===== src/rtl/conv_latency_meter.sv =====
// Convergence-latency meter: times how many gamma cycles a layer needs to settle
// after each input transition and queues the results in a 4-entry record FIFO.
// Optional feature macro: CLM_PEAK_ERR_EN (per-record peak error capture).
module conv_latency_meter #(
  parameter logic [7:0] TOL     = 8'd5,
  parameter logic [2:0] STABLE  = 3'd1,
  parameter logic [7:0] MAX_CYC = 8'd10
) (
  input  logic       clk,
  input  logic       rst,
  input  logic       cycle_start,
  input  logic [7:0] error,
  input  logic       trans_start,
  input  logic [2:0] trans_tag,
  output logic       busy,
  output logic       rd_valid,
  input  logic       rd_ready,
  output logic [2:0] rd_tag,
  output logic [1:0] rd_status,
  output logic [7:0] rd_latency,
  output logic [7:0] rd_peak,
  output logic [7:0] drop_cnt
);

  typedef enum logic {IDLE = 1'b0, MEASURE = 1'b1} state_t;

`ifdef CLM_PEAK_ERR_EN
  localparam int REC_W = 21;
`else
  localparam int REC_W = 13;
`endif

  state_t     state_r, state_s;
  logic [2:0] tag_r, tag_s;
  logic [7:0] cyc_cnt_r, cyc_cnt_s;
  logic [2:0] run_cnt_r, run_cnt_s;
  logic [7:0] run_start_r, run_start_s;

  logic [7:0] cyc_inc_s;
  logic [2:0] run_inc_s;
  logic [7:0] run_start_new_s;
  logic       err_ok_s;

  logic       push_s;
  logic [2:0] push_tag_s;
  logic [1:0] push_status_s;
  logic [7:0] push_lat_s;
  logic [REC_W-1:0] push_rec_s;

`ifdef CLM_PEAK_ERR_EN
  logic [7:0] peak_r, peak_s, peak_upd_s, push_peak_s;
  assign peak_upd_s = (error > peak_r) ? error : peak_r;
  assign push_rec_s = {push_tag_s, push_status_s, push_lat_s, push_peak_s};
`else
  assign push_rec_s = {push_tag_s, push_status_s, push_lat_s};
`endif

  assign cyc_inc_s       = cyc_cnt_r + 8'd1;
  assign err_ok_s        = (error <= TOL);
  assign run_inc_s       = (run_cnt_r == 3'd7) ? 3'd7 : run_cnt_r + 3'd1;
  // A run opening on this boundary starts at the cycle being counted now.
  assign run_start_new_s = (run_cnt_r == 3'd0) ? cyc_inc_s : run_start_r;

  // Measurement state register.
  always_ff @(posedge clk or posedge rst) begin
    if (rst) begin
      state_r     <= IDLE;
      tag_r       <= 3'd0;
      cyc_cnt_r   <= 8'd0;
      run_cnt_r   <= 3'd0;
      run_start_r <= 8'd0;
`ifdef CLM_PEAK_ERR_EN
      peak_r      <= 8'd0;
`endif
    end else begin
      state_r     <= state_s;
      tag_r       <= tag_s;
      cyc_cnt_r   <= cyc_cnt_s;
      run_cnt_r   <= run_cnt_s;
      run_start_r <= run_start_s;
`ifdef CLM_PEAK_ERR_EN
      peak_r      <= peak_s;
`endif
    end
  end

  // Next-state logic and record generation; trans_start has priority over cycle_start.
  always_comb begin
    state_s       = state_r;
    tag_s         = tag_r;
    cyc_cnt_s     = cyc_cnt_r;
    run_cnt_s     = run_cnt_r;
    run_start_s   = run_start_r;
    push_s        = 1'b0;
    push_tag_s    = tag_r;
    push_status_s = 2'b00;
    push_lat_s    = 8'd0;
`ifdef CLM_PEAK_ERR_EN
    peak_s        = peak_r;
    push_peak_s   = peak_r;
`endif
    case (state_r)
      IDLE: begin
        if (trans_start) begin
          state_s     = MEASURE;
          tag_s       = trans_tag;
          cyc_cnt_s   = 8'd0;
          run_cnt_s   = 3'd0;
          run_start_s = 8'd0;
`ifdef CLM_PEAK_ERR_EN
          peak_s      = 8'd0;
`endif
        end else begin
          state_s = IDLE;
        end
      end
      MEASURE: begin
        if (trans_start) begin
          push_s        = 1'b1;
          push_status_s = 2'b10;
          push_lat_s    = cyc_cnt_r;
          tag_s         = trans_tag;
          cyc_cnt_s     = 8'd0;
          run_cnt_s     = 3'd0;
          run_start_s   = 8'd0;
`ifdef CLM_PEAK_ERR_EN
          peak_s        = 8'd0;
`endif
        end else if (cycle_start) begin
          cyc_cnt_s = cyc_inc_s;
`ifdef CLM_PEAK_ERR_EN
          peak_s      = peak_upd_s;
          push_peak_s = peak_upd_s;
`endif
          if (err_ok_s) begin
            run_cnt_s   = run_inc_s;
            run_start_s = run_start_new_s;
          end else begin
            run_cnt_s   = 3'd0;
            run_start_s = run_start_r;
          end
          if (err_ok_s && (run_inc_s >= STABLE)) begin
            push_s        = 1'b1;
            push_status_s = 2'b00;
            push_lat_s    = run_start_new_s;
            state_s       = IDLE;
          end else if (cyc_inc_s >= MAX_CYC) begin
            push_s        = 1'b1;
            push_status_s = 2'b01;
            push_lat_s    = MAX_CYC;
            state_s       = IDLE;
          end else begin
            state_s = MEASURE;
          end
        end else begin
          state_s = MEASURE;
        end
      end
      default: state_s = IDLE;
    endcase
  end

  // Record FIFO with a registered head stage.
  logic [REC_W-1:0] mem_r [4];
  logic [REC_W-1:0] rd_rec_r;
  logic [1:0]       wr_ptr_r, rd_ptr_r, head_ptr_s;
  logic [2:0]       count_r, left_s;
  logic             rd_valid_r, pop_s, full_s, wr_en_s, drop_s;
  logic [7:0]       drop_cnt_r;

  assign pop_s      = rd_valid_r & rd_ready & (count_r != 3'd0);
  assign full_s     = (count_r == 3'd4);
  assign wr_en_s    = push_s & (~full_s | pop_s);
  assign drop_s     = push_s & full_s & ~pop_s;
  assign left_s     = count_r - {2'b00, pop_s};
  assign head_ptr_s = pop_s ? (rd_ptr_r + 2'd1) : rd_ptr_r;

  // FIFO storage, pointers, drop counter and head register; a push becomes visible one clk later.
  always_ff @(posedge clk or posedge rst) begin
    if (rst) begin
      for (int i = 0; i < 4; i++) mem_r[i] <= {REC_W{1'b0}};
      wr_ptr_r   <= 2'd0;
      rd_ptr_r   <= 2'd0;
      count_r    <= 3'd0;
      drop_cnt_r <= 8'd0;
      rd_valid_r <= 1'b0;
      rd_rec_r   <= {REC_W{1'b0}};
    end else begin
      if (wr_en_s) begin
        mem_r[wr_ptr_r] <= push_rec_s;
        wr_ptr_r        <= wr_ptr_r + 2'd1;
      end
      if (pop_s) rd_ptr_r <= rd_ptr_r + 2'd1;
      count_r <= count_r + {2'b00, wr_en_s} - {2'b00, pop_s};
      if (drop_s && (drop_cnt_r != 8'hFF)) drop_cnt_r <= drop_cnt_r + 8'd1;
      rd_valid_r <= (left_s != 3'd0);
      rd_rec_r   <= (left_s != 3'd0) ? mem_r[head_ptr_s] : {REC_W{1'b0}};
    end
  end

  assign busy       = (state_r == MEASURE);
  assign rd_valid   = rd_valid_r;
  assign rd_tag     = rd_rec_r[REC_W-1 -: 3];
  assign rd_status  = rd_rec_r[REC_W-4 -: 2];
  assign rd_latency = rd_rec_r[REC_W-6 -: 8];
  assign drop_cnt   = drop_cnt_r;
`ifdef CLM_PEAK_ERR_EN
  assign rd_peak    = rd_rec_r[7:0];
`else
  assign rd_peak    = 8'd0;
`endif

endmodule


===== config.mk =====
export PLATFORM = sky130hd
export DESIGN_NAME = conv_latency_meter
export DESIGN_NICKNAME = d
export VERILOG_FILES = /design/src/rtl/conv_latency_meter.sv
export SDC_FILE = /design/constraint.sdc
export NUM_CORES = 1
export LEC_CHECK = 0
export CORE_ASPECT_RATIO = 1.5
export CORE_MARGIN = 3
export CORE_UTILIZATION = 55
export DETAILED_ROUTE_END_ITERATION = 8
export HOLD_SLACK_MARGIN = 0.1
export PLACE_DENSITY = 0.79
export SLEW_MARGIN = 25
export SYNTH_ARGS = -nofsm -noshare
export SYNTH_HDL_FRONTEND = slang
export SYNTH_SLANG_ARGS = --single-unit

===== constraint.sdc =====
create_clock -name clk -period 4.45 [get_ports clk]
set_input_delay 0.6675 -clock clk [delete_from_list [all_inputs] [get_ports clk]]
set_output_delay 0.6675 -clock clk [all_outputs]
set_load 0.02 [all_outputs]

Yosys cells after proc, flatten, opt, wreduce, memory -nomap -nowiden
Index checks and enable logic that the tools add are counted.
Storage, ports and cells
  flip-flop bits (word level): 104
  bits in latches: 0
  bits in writable memories: 0
  memory bits (read-only): 0
  input bits: 16
  logic and storage cells: 99
  memories: 0
Cells by class
  $add $sub $neg: 8
  $mul: 0
  div/mod/pow operators: 0
  order comparisons: 6
  equality and inequality tests: 6
  shift operators: 0
  muxes and demuxes: 45
  bitwise logic cells: 11
  reduce and logical (&&, ||, !) cells: 8
Operator list (count)
  two-way mux 8 bit: 11
  bitwise mux 52 bit: 1
  two-way mux 13 bit: 4
  one-hot mux 8 bit (2 select lines): 2
  binary-select mux 13 bit (select 2 bit): 1
  demux 13 bit (select 2 bit): 1
  two-way mux 3 bit: 6
  adder 8 x 1 -> 8 bit, second input constant: 2
  two-way mux 1 bit: 13
  greater-or-equal comparator 8 x 4 -> 1 bit, second input constant: 1
  less-or-equal comparator 8 x 3 -> 1 bit, second input constant: 1
  inequality test 8 bit, second input constant: 1
  equality test 3 bit, second input constant: 2
  greater-or-equal comparator 3 bit, second input constant: 2
  two-way mux 2 bit: 3
  NOT 2 -> 3 bit: 2
  one-hot mux 3 bit (2 select lines): 1
  nonzero test 3 bit: 2
  subtractor 3 x 1 -> 3 bit: 2
  AND 1 bit: 5
  adder 2 x 1 -> 2 bit, second input constant: 2
  two-way mux 4 bit: 1
  adder 3 x 1 -> 3 bit: 1
  adder 3 x 1 -> 3 bit, second input constant: 1
  other kinds (12): 16

Logic depth before layout (Yosys ltp)
Gate-level depths: netlist (run 1).
  depth in word-level cells: 11
  depth in mapped cells: 15
  depth with buffers taken out: 14

Least setup slack after synthesis (run 1)
OpenSTA, ideal clock, no wires.
  path kind: input to register
  start point: input error[3]
  end point: register count_r[2]
  setup time: 0.126 ns
  data arrival time: 3.273 ns
  path slack: 1.051 ns
  stages: 13
  cell sequence: or4_1 nor3_2 nor2_1 a31oi_4 buf_2 inv_1 ha_1 inv_1 ha_1 inv_1 fa_1 xnor2_1 xnor2_1
Between the ends
  longest elaborated chain between the ends: 9
Ends and longest elaborated chain
  start, declared: RTL line 12  | input logic [7:0] error,
  less-or-equal comparator 8 x 3 -> 1 bit: RTL line 59  | assign err_ok_s = (error <= TOL);
  logical AND 1 bit: RTL line 142  | if (err_ok_s && (run_inc_s >= STABLE)) begin
  two-way mux 1 bit: RTL line 142
  two-way mux 1 bit: RTL line 129  | end else if (cycle_start) begin
  two-way mux 1 bit: RTL line 118  | if (trans_start) begin
  two-way mux 1 bit: RTL line 102  | case (state_r)
  AND 1 bit: RTL line 173  | assign wr_en_s = push_s & (~full_s | pop_s);
  adder 3 x 1 -> 3 bit: RTL line 194  | count_r <= count_r + {2'b00, wr_en_s} - {2'b00, pop_s};
  subtractor 3 x 1 -> 3 bit: RTL line 194
  end signal, assigned: RTL line 194
  end, declared: RTL line 167  | logic [2:0] count_r, left_s;
No other way between the ends.
A chain may end at the register's enable or synchronous reset.

Worst setup path in the final report (run 1)
Same ends and word-level chain as after synthesis.

==> implementation parameters, run 1 <==
Parameter                              Value

Run status
  Status    finished clean

STA
  Worst hold slack after final layout    0.494 ns
  Pin slew with the least headroom to its limit    0.912 ns
  Setup repair after global routing missed its margin    false
  Final setup violation count    0
  Final worst-path cycle share    0.737
  Clock period minus final worst setup slack    3.28 ns
  Peak clock frequency supported by timing    305 MHz
  Setup total negative slack    0 ns
  Clk_skew    0.00951 ns
  Number of endpoints with negative hold slack in the final report    0
  Headroom to the max-slew limit    0.390
  Number of max-slew violations in the final report    0

Setup path
  Slowest Stage Delay on Critical Path    0.56 ns
  Worst Setup Path Type    input port to flip-flop
  Critical path, cell by cell    clkdlybuf4s50_1 > or4_1 > nor3_2 > nor2_1 > a31oi_4 > inv_1 > ha_1 > inv_1 > ha_1 > inv_1 > fa_1 > xnor2_1 > xnor2_1
  Count of buffering cells on the critical path with inverters included    4
  Biggest fanout along the worst timing path    5
  Most common cell type on the critical path    sky130_fd_sc_hd__inv_1
  Kind of end point of the critical path    flip-flop
  Crit path arrival time    3.52 ns
  Critical path's slowest cell    sky130_fd_sc_hd__or4_1
  WP data required    4.69 ns
  Kind of cell adding the most delay to the critical path    simple AND/OR/NAND/NOR gates
  Element type at the critical path start    input port

Route
  Aggregate routed wire length    10100 um
  Vias per Instance    5.86
  Average wire length per cell after detail routing    17.9 um
  DRT iter0 DRCs    182
  Residual antenna-violating net count after detailed routing    0
  Total DRC errors in the routed layout    0
  Length of the first detailed-routing pass in iterations    4
  Via count    3304

Global routing
  All-Layer GR Usage    0.208
  Largest net degree at the start of global routing    57
  Global Route met1 Usage    0.257
  Met2 global-route usage    0.364
  Initial antenna violation count    0
  Layer with the highest usage    met2
  First-pass GRT wire length    16700 um
  Via count of the first global-routing pass    3318
  Met3 GRT Util    0.0410
  Remaining global-route overflow    0

CTS
  Post-cts repair resize count    0
  Clock insertion delay at the later pin of the skew report    0.35 ns
  Buffers from clock root to sink, at most    2
  Number of hold buffers added after CTS    0
  Number of buffers created by CTS    9
  TritonCTS clock tree    done
  Clk sinks    104
  Number of buffers added for setup after CTS    0
  Number of levels in the clock H-tree    3
  CTS clock-pin slew for the worst setup and hold paths    0.07 ns
  Clock root buffer    sky130_fd_sc_hd__clkbuf_16

Power
  Switching component of the power    1.09 mW
  Total Power    3.31 mW
  Power per Cell Area    571 nW/um2
  Portion of total power attributed to combinational logic    0.361
  P_int    2.22 mW
  Switching fraction of total power    0.330
  Static leakage power    2.62 nW
  Clock network fraction of total power    0.226
  Sequential fraction of design power    0.413
  Maximum vdd ir drop    364 uV

Floorplan
  Die Height    124 um
  Width of the chip    84.6 um
  Initial cell density of the core    0.571
  Total core area    8930 um2
  Boundary Pins    47
  Floorplan die area    10500 um2
  # rows    42

Placement
  PortBufs    37
  Final weighted congestion in routability-driven placement    0.841
  Post-detailed-placement half-perimeter wirelength    6940 um

Synth
  Most common flop cell mapped by yosys    sky130_fd_sc_hd__dfrtp_1
  Syn_area_per_cell    12.3 um2
  Cell variety after synth    52
  Synthesized flop and latch total    104
  Post-synth EDFFs    0
  Share of synthesized area occupied by flip-flops and latches    0.511
  Cell area after technology mapping    5100 um2
  Share of synthesized registers carrying an async set or reset    1.00
  Cells after Synth    415
  Number of warnings printed during yosys synthesis    0

Cells and area
  Commonest non-fill, non-tap cell in the layout    sky130_fd_sc_hd__dfrtp_1
  Commonest non-fill, non-tap cells in the layout    sky130_fd_sc_hd__dfrtp_1 (104), sky130_fd_sc_hd__clkdlybuf4s50_1 (37), sky130_fd_sc_hd__nor2_1 (31), sky130_fd_sc_hd__nand2_1 (20), sky130_fd_sc_hd__a21oi_1 (19)
  Sequential cell area    2600 um2
  Number of antenna cells inserted    0
  Area Growth Syn to Fin    13.6%
  NumNets Final    478
  Final standard cell utilization of the core    0.648
  Area of the multi-input gates    2310 um2
  Proportion of layout cells with a drive suffix above 1    0.159
  Layout fillers    692

Min path
  Type of the worst min-delay path    flip-flop to flip-flop

Job
  Number of violations of the max-capacitance limit    0
[power groups by stage]
| stage | logic (mW) | registers (mW) | clock network, mW |
|---|---|---|---|
| 5_1_grt | 1.31 | 1.39 | 0.797 |
| 2_1_floorplan | 0.863 | 1.39 | 0 |
| 6_report | 1.20 | 1.37 | 0.748 |
| 3_5_place_dp | 1.21 | 1.38 | 0 |
| 3_3_place_gp | 1.17 | 1.35 | 0 |
| 4_1_cts | 1.21 | 1.37 | 0.761 |
[through the flow]
| step | setup slack (ns) | cells | area (um2) |
|---|---|---|---|
| 6_report | 1.17 | 564 | 5790 |
| 5_1_grt | 1.00 | 564 | 5790 |
| 4_1_cts | 1.15 | 564 | 5790 |
| 3_5_place_dp | 0.804 | 548 | 5510 |
| 3_3_place_gp | 0.858 | 548 | 5510 |
| 2_1_floorplan | 1.05 | 422 | 5120 |
[final cells by class]
type / count / share of cell area
tap: 110 / 0.0238
inverter: 12 / 0.00821
clock inverter: 7 / 0.00951
sequential: 104 / 0.449
clock buffer: 9 / 0.0389
multi-input combinational: 279 / 0.399
timing repair buffer: 43 / 0.0717
[state kept, by name, indices dropped and copies added (netlist names)]
name and count:
run_cnt_r 3, mem_r 52, run_start_r 8, busy 1, rd_valid 1, count_r 3
rd_ptr_r 2, rd_rec_r 13, push_tag_s 3, wr_ptr_r 2, cyc_cnt_r 8, drop_cnt 8
[cell families after synthesis]
group           after synthesis  synth area share
buf+inv                      39            0.0432
compound gates               73             0.100
other cells                   1          0.000736
flops                       104             0.511
simple gates                106             0.108
mux                          57             0.166
fa+ha+maj                    13            0.0334
xor+xnor                     22            0.0378
[Yosys cell counts (5+ instances only)]
library cell | count | area (um2)
sky130_fd_sc_hd__dfrtp_1 | 104 | 2600
sky130_fd_sc_hd__nor2_1 | 31 | 116
sky130_fd_sc_hd__nand2_1 | 20 | 75.1
sky130_fd_sc_hd__a21oi_1 | 19 | 95.1
sky130_fd_sc_hd__and2_1 | 18 | 113
sky130_fd_sc_hd__mux2_4 | 17 | 255
sky130_fd_sc_hd__mux2_1 | 15 | 169
sky130_fd_sc_hd__xnor2_1 | 15 | 131
sky130_fd_sc_hd__mux4_2 | 13 | 293
sky130_fd_sc_hd__ha_1 | 12 | 150
sky130_fd_sc_hd__inv_1 | 12 | 45.0
sky130_fd_sc_hd__a211oi_1 | 11 | 82.6
sky130_fd_sc_hd__buf_4 | 10 | 75.1
sky130_fd_sc_hd__a31oi_1 | 9 | 56.3
sky130_fd_sc_hd__a22o_1 | 8 | 70.1
sky130_fd_sc_hd__clkbuf_1 | 8 | 30.0
sky130_fd_sc_hd__mux2_2 | 8 | 90.1
sky130_fd_sc_hd__o21ai_0 | 7 | 35.0
sky130_fd_sc_hd__xor2_1 | 7 | 61.3
sky130_fd_sc_hd__buf_2 | 5 | 25.0
sky130_fd_sc_hd__nand3_1 | 5 | 25.0
sky130_fd_sc_hd__nor3_1 | 5 | 25.0
sky130_fd_sc_hd__o31ai_1 | 5 | 37.5
[routing by layer]
layer  wire, um  part of all wire  up-vias
met2       5390              0.54       65
met3        360             0.036       14
met4        168             0.017        0
met1       4160              0.41     1681
li1           -                 -     1544
met5          0                 0        -
[path summary, 6_finish.rpt]
kind	from	endpoint	slack [ns]	cells past startpoint
max	error[3]	count_r[2]	1.17	13
min	drop_cnt[6]	drop_cnt[6]	0.49	1
max reg2reg	cyc_cnt_r[0]	count_r[2]	1.25	13
min reg2reg	drop_cnt[6]	drop_cnt[6]	0.49	1
max in group asynchronous	rst	mem_r[6]	2.83	3
min in group asynchronous	rst	mem_r[35]	0.78	2
[worst register-to-register path, cell delays in order (launching register included)]
cell	delay [ns]
sky130_fd_sc_hd__dfrtp_1	0.51
sky130_fd_sc_hd__ha_1	0.34
sky130_fd_sc_hd__xnor2_1	0.16
sky130_fd_sc_hd__nand2_1	0.08
sky130_fd_sc_hd__o31ai_1	0.62
sky130_fd_sc_hd__a31oi_4	0.16
sky130_fd_sc_hd__inv_1	0.10
sky130_fd_sc_hd__ha_1	0.23
sky130_fd_sc_hd__inv_1	0.06
sky130_fd_sc_hd__ha_1	0.13
sky130_fd_sc_hd__inv_1	0.05
sky130_fd_sc_hd__fa_1	0.38
sky130_fd_sc_hd__xnor2_1	0.15
sky130_fd_sc_hd__xnor2_1	0.12
(Power assumes the default switching activity.)
==> inputs of run 2 (changes only) <==
- CORE_UTILIZATION: 55 -> 52
- PLACE_DENSITY: 0.79 -> 0.78
- clock period: 4.45 -> 2.98 ns (I/O delays scaled with it)
==> implementation parameters, run 2 (synthesized netlist as in run 1, its figures left out) <==
Parameter                              Value

Setup path
  Kind of cell adding the most delay to the critical path    adder cells
  Kind of end point of the critical path    flip-flop
  Critical path, cell by cell    ha_2 > xnor2_1 > nand2_1 > o31ai_1 > buf_4 > a31oi_4 > inv_2 > ha_4 > inv_2 > ha_4 > inv_2 > fa_2 > xnor2_2 > xnor2_1
  Worst Setup Path Type    flip-flop to flip-flop
  Most common cell type on the critical path    sky130_fd_sc_hd__inv_2
  Worst setup startpoint    cyc_cnt_r[0]
  Terminus of the critical flop-to-flop path    count_r[2]
  WP depth    14
  Crit path arrival time    3.04 ns
  Count of buffering cells on the critical path with inverters included    4
  Biggest fanout along the worst timing path    6
  Last element of the critical path    count_r[2]
  Worst reg2reg path depth    14
  Critical path's slowest cell    sky130_fd_sc_hd__dfrtp_2
  WP data required    3.21 ns
  Element type at the critical path start    flip-flop
  Startpoint of the lowest-slack register-to-register path    cyc_cnt_r[0]
  Flop2flop setup slack    0.18 ns
  Slowest Stage Delay on Critical Path    0.47 ns

STA
  Peak clock frequency supported by timing    357 MHz
  Post-layout worst setup margin    0.178 ns
  Final setup violation count    0
  Clk_skew    0.00661 ns
  Headroom to the max-slew limit    0.629
  Clock period minus final worst setup slack    2.80 ns
  Number of max-slew violations in the final report    0
  Number of endpoints with negative hold slack in the final report    0
  Final worst-path cycle share    0.940
  Setup total negative slack    0 ns
  Setup repair after global routing missed its margin    false
  Pin slew with the least headroom to its limit    0.552 ns

Route
  Total DRC errors in the routed layout    0
  Routed wl met3    326 um
  Via count    3422
  Residual antenna-violating net count after detailed routing    0
  Wire length on met2    5820 um
  Highest routing layer actually used    met4
  Length of the first detailed-routing pass in iterations    5
  DRT iter0 DRCs    193
  Wl on met1    4190 um
  Average wire length per cell after detail routing    18.3 um
  Vias per Instance    5.91
  Aggregate routed wire length    10600 um

CTS
  Number of buffers created by CTS    9
  TritonCTS clock tree    done
  CTS clock-pin slew for the worst setup and hold paths    0.07 ns
  Number of buffers added for setup after CTS    0
  Clk sinks    104
  Buffers from clock root to sink, at most    2
  Clock insertion delay at the later pin of the skew report    0.34 ns
  Number of levels in the clock H-tree    3
  Clock root buffer    sky130_fd_sc_hd__clkbuf_16

Cells and area
  NumNets Final    491
  Largest registers in the final layout    mem_r: 52 flops, rd_rec_r: 13 flops
  Proportion of layout cells with a drive suffix above 1    0.203
  Flip-flop count of the largest register, all copies and words added    52
  Commonest non-fill, non-tap cell in the layout    sky130_fd_sc_hd__dfrtp_1
  Final standard cell utilization of the core    0.636
  Commonest non-fill, non-tap cells in the layout    sky130_fd_sc_hd__dfrtp_1 (103), sky130_fd_sc_hd__clkdlybuf4s50_1 (37), sky130_fd_sc_hd__nor2_1 (30), sky130_fd_sc_hd__nand2_1 (20), sky130_fd_sc_hd__a21oi_1 (19)
  Largest register by flop count    mem_r
  Area Growth Syn to Fin    17.4%
  Final non-filler cell area    5980 um2
  Number of antenna cells inserted    0
  Layout fillers    690

Global routing
  Largest net degree at the start of global routing    35
  Via count of the first global-routing pass    3643
  Remaining global-route overflow    0
  Initial antenna violation count    0
  First-pass GRT wire length    17900 um
  All-Layer GR Usage    0.211

Floorplan
  Initial cell density of the core    0.541
  Width of the chip    86.8 um
  Floorplan die area    11100 um2
  Die Height    127 um
  Total core area    9420 um2
  # rows    43
  Boundary Pins    47

Run status
  Status    finished clean

Job
  Number of violations of the max-capacitance limit    0

Placement
  Total placed instance area    5670 um2
  PortBufs    37
  Setup slack at placement    -0.189 ns
  Final weighted congestion in routability-driven placement    0.876
  Post-detailed-placement half-perimeter wirelength    7230 um

Power
  Power per Cell Area    862 nW/um2
  Maximum vdd ir drop    634 uV
  Static leakage power    2.70 nW

Min path
  Type of the worst min-delay path    input port to async pin
-- run 2: changes by cell type in the layout (fill, tap and decap cells not counted), moves of 2 or more --
cell,before,now
sky130_fd_sc_hd__ha_1,12,9
sky130_fd_sc_hd__clkbuf_8,0,2
sky130_fd_sc_hd__ha_4,0,2
sky130_fd_sc_hd__inv_1,11,8
sky130_fd_sc_hd__inv_2,0,3
sky130_fd_sc_hd__buf_4,6,18
sky130_fd_sc_hd__inv_6,3,1
-- run 2: routing by layer --
layer,vias up,GRT usage
li1,1564,-
met1,1760,0.246
met2,79,0.376
met3,19,0.0361
met4,0,0.0899
met5,-,0
-- run 2: through the flow --
step	power [mW]	instances	hold slack [ns]
5_1_grt	5.44	579	0.509
3_5_place_dp	3.96	563	0.478
6_report	5.16	579	0.493
2_1_floorplan	3.42	422	0.459
3_3_place_gp	3.87	563	0.469
4_1_cts	5.20	579	0.493
-- run 2: where the power goes --
part,leakage (nW),internal [mW],switching (mW)
Clock,0.149,0.699,0.510
Sequential,1.35,1.80,0.252
Combinational,1.21,1.01,0.890
Total,2.70,3.51,1.65
-- run 2: final cells by class --
cell class / count / area, um2 / area share
sequential: 104 / 2600 / 0.435
clock buffer: 12 / 256 / 0.0429
tap: 112 / 140 / 0.0234
inverter: 12 / 48.8 / 0.00815
multi-input combinational: 279 / 2360 / 0.394
clock inverter: 4 / 51.3 / 0.00857
timing repair buffer: 56 / 526 / 0.0878
-- run 2: worst min-delay path by stage --
stage / from / end / slack, ns / cells after the start
6_report: rst / mem_r[26] / 0.49 / 2
5_1_grt: mem_r[19] / mem_r[19] / 0.51 / 1
4_1_cts: drop_cnt[5] / drop_cnt[5] / 0.49 / 1
3_5_place_dp: mem_r[34] / mem_r[34] / 0.48 / 1
3_3_place_gp: mem_r[26] / mem_r[26] / 0.47 / 1
2_1_floorplan: mem_r[13] / mem_r[13] / 0.46 / 1
-- run 2: repair_timing --
item,4_1_cts,5_1_grt
gates resized for setup,0,2
setup endpoints to repair,0,1
hold buffers,0,0
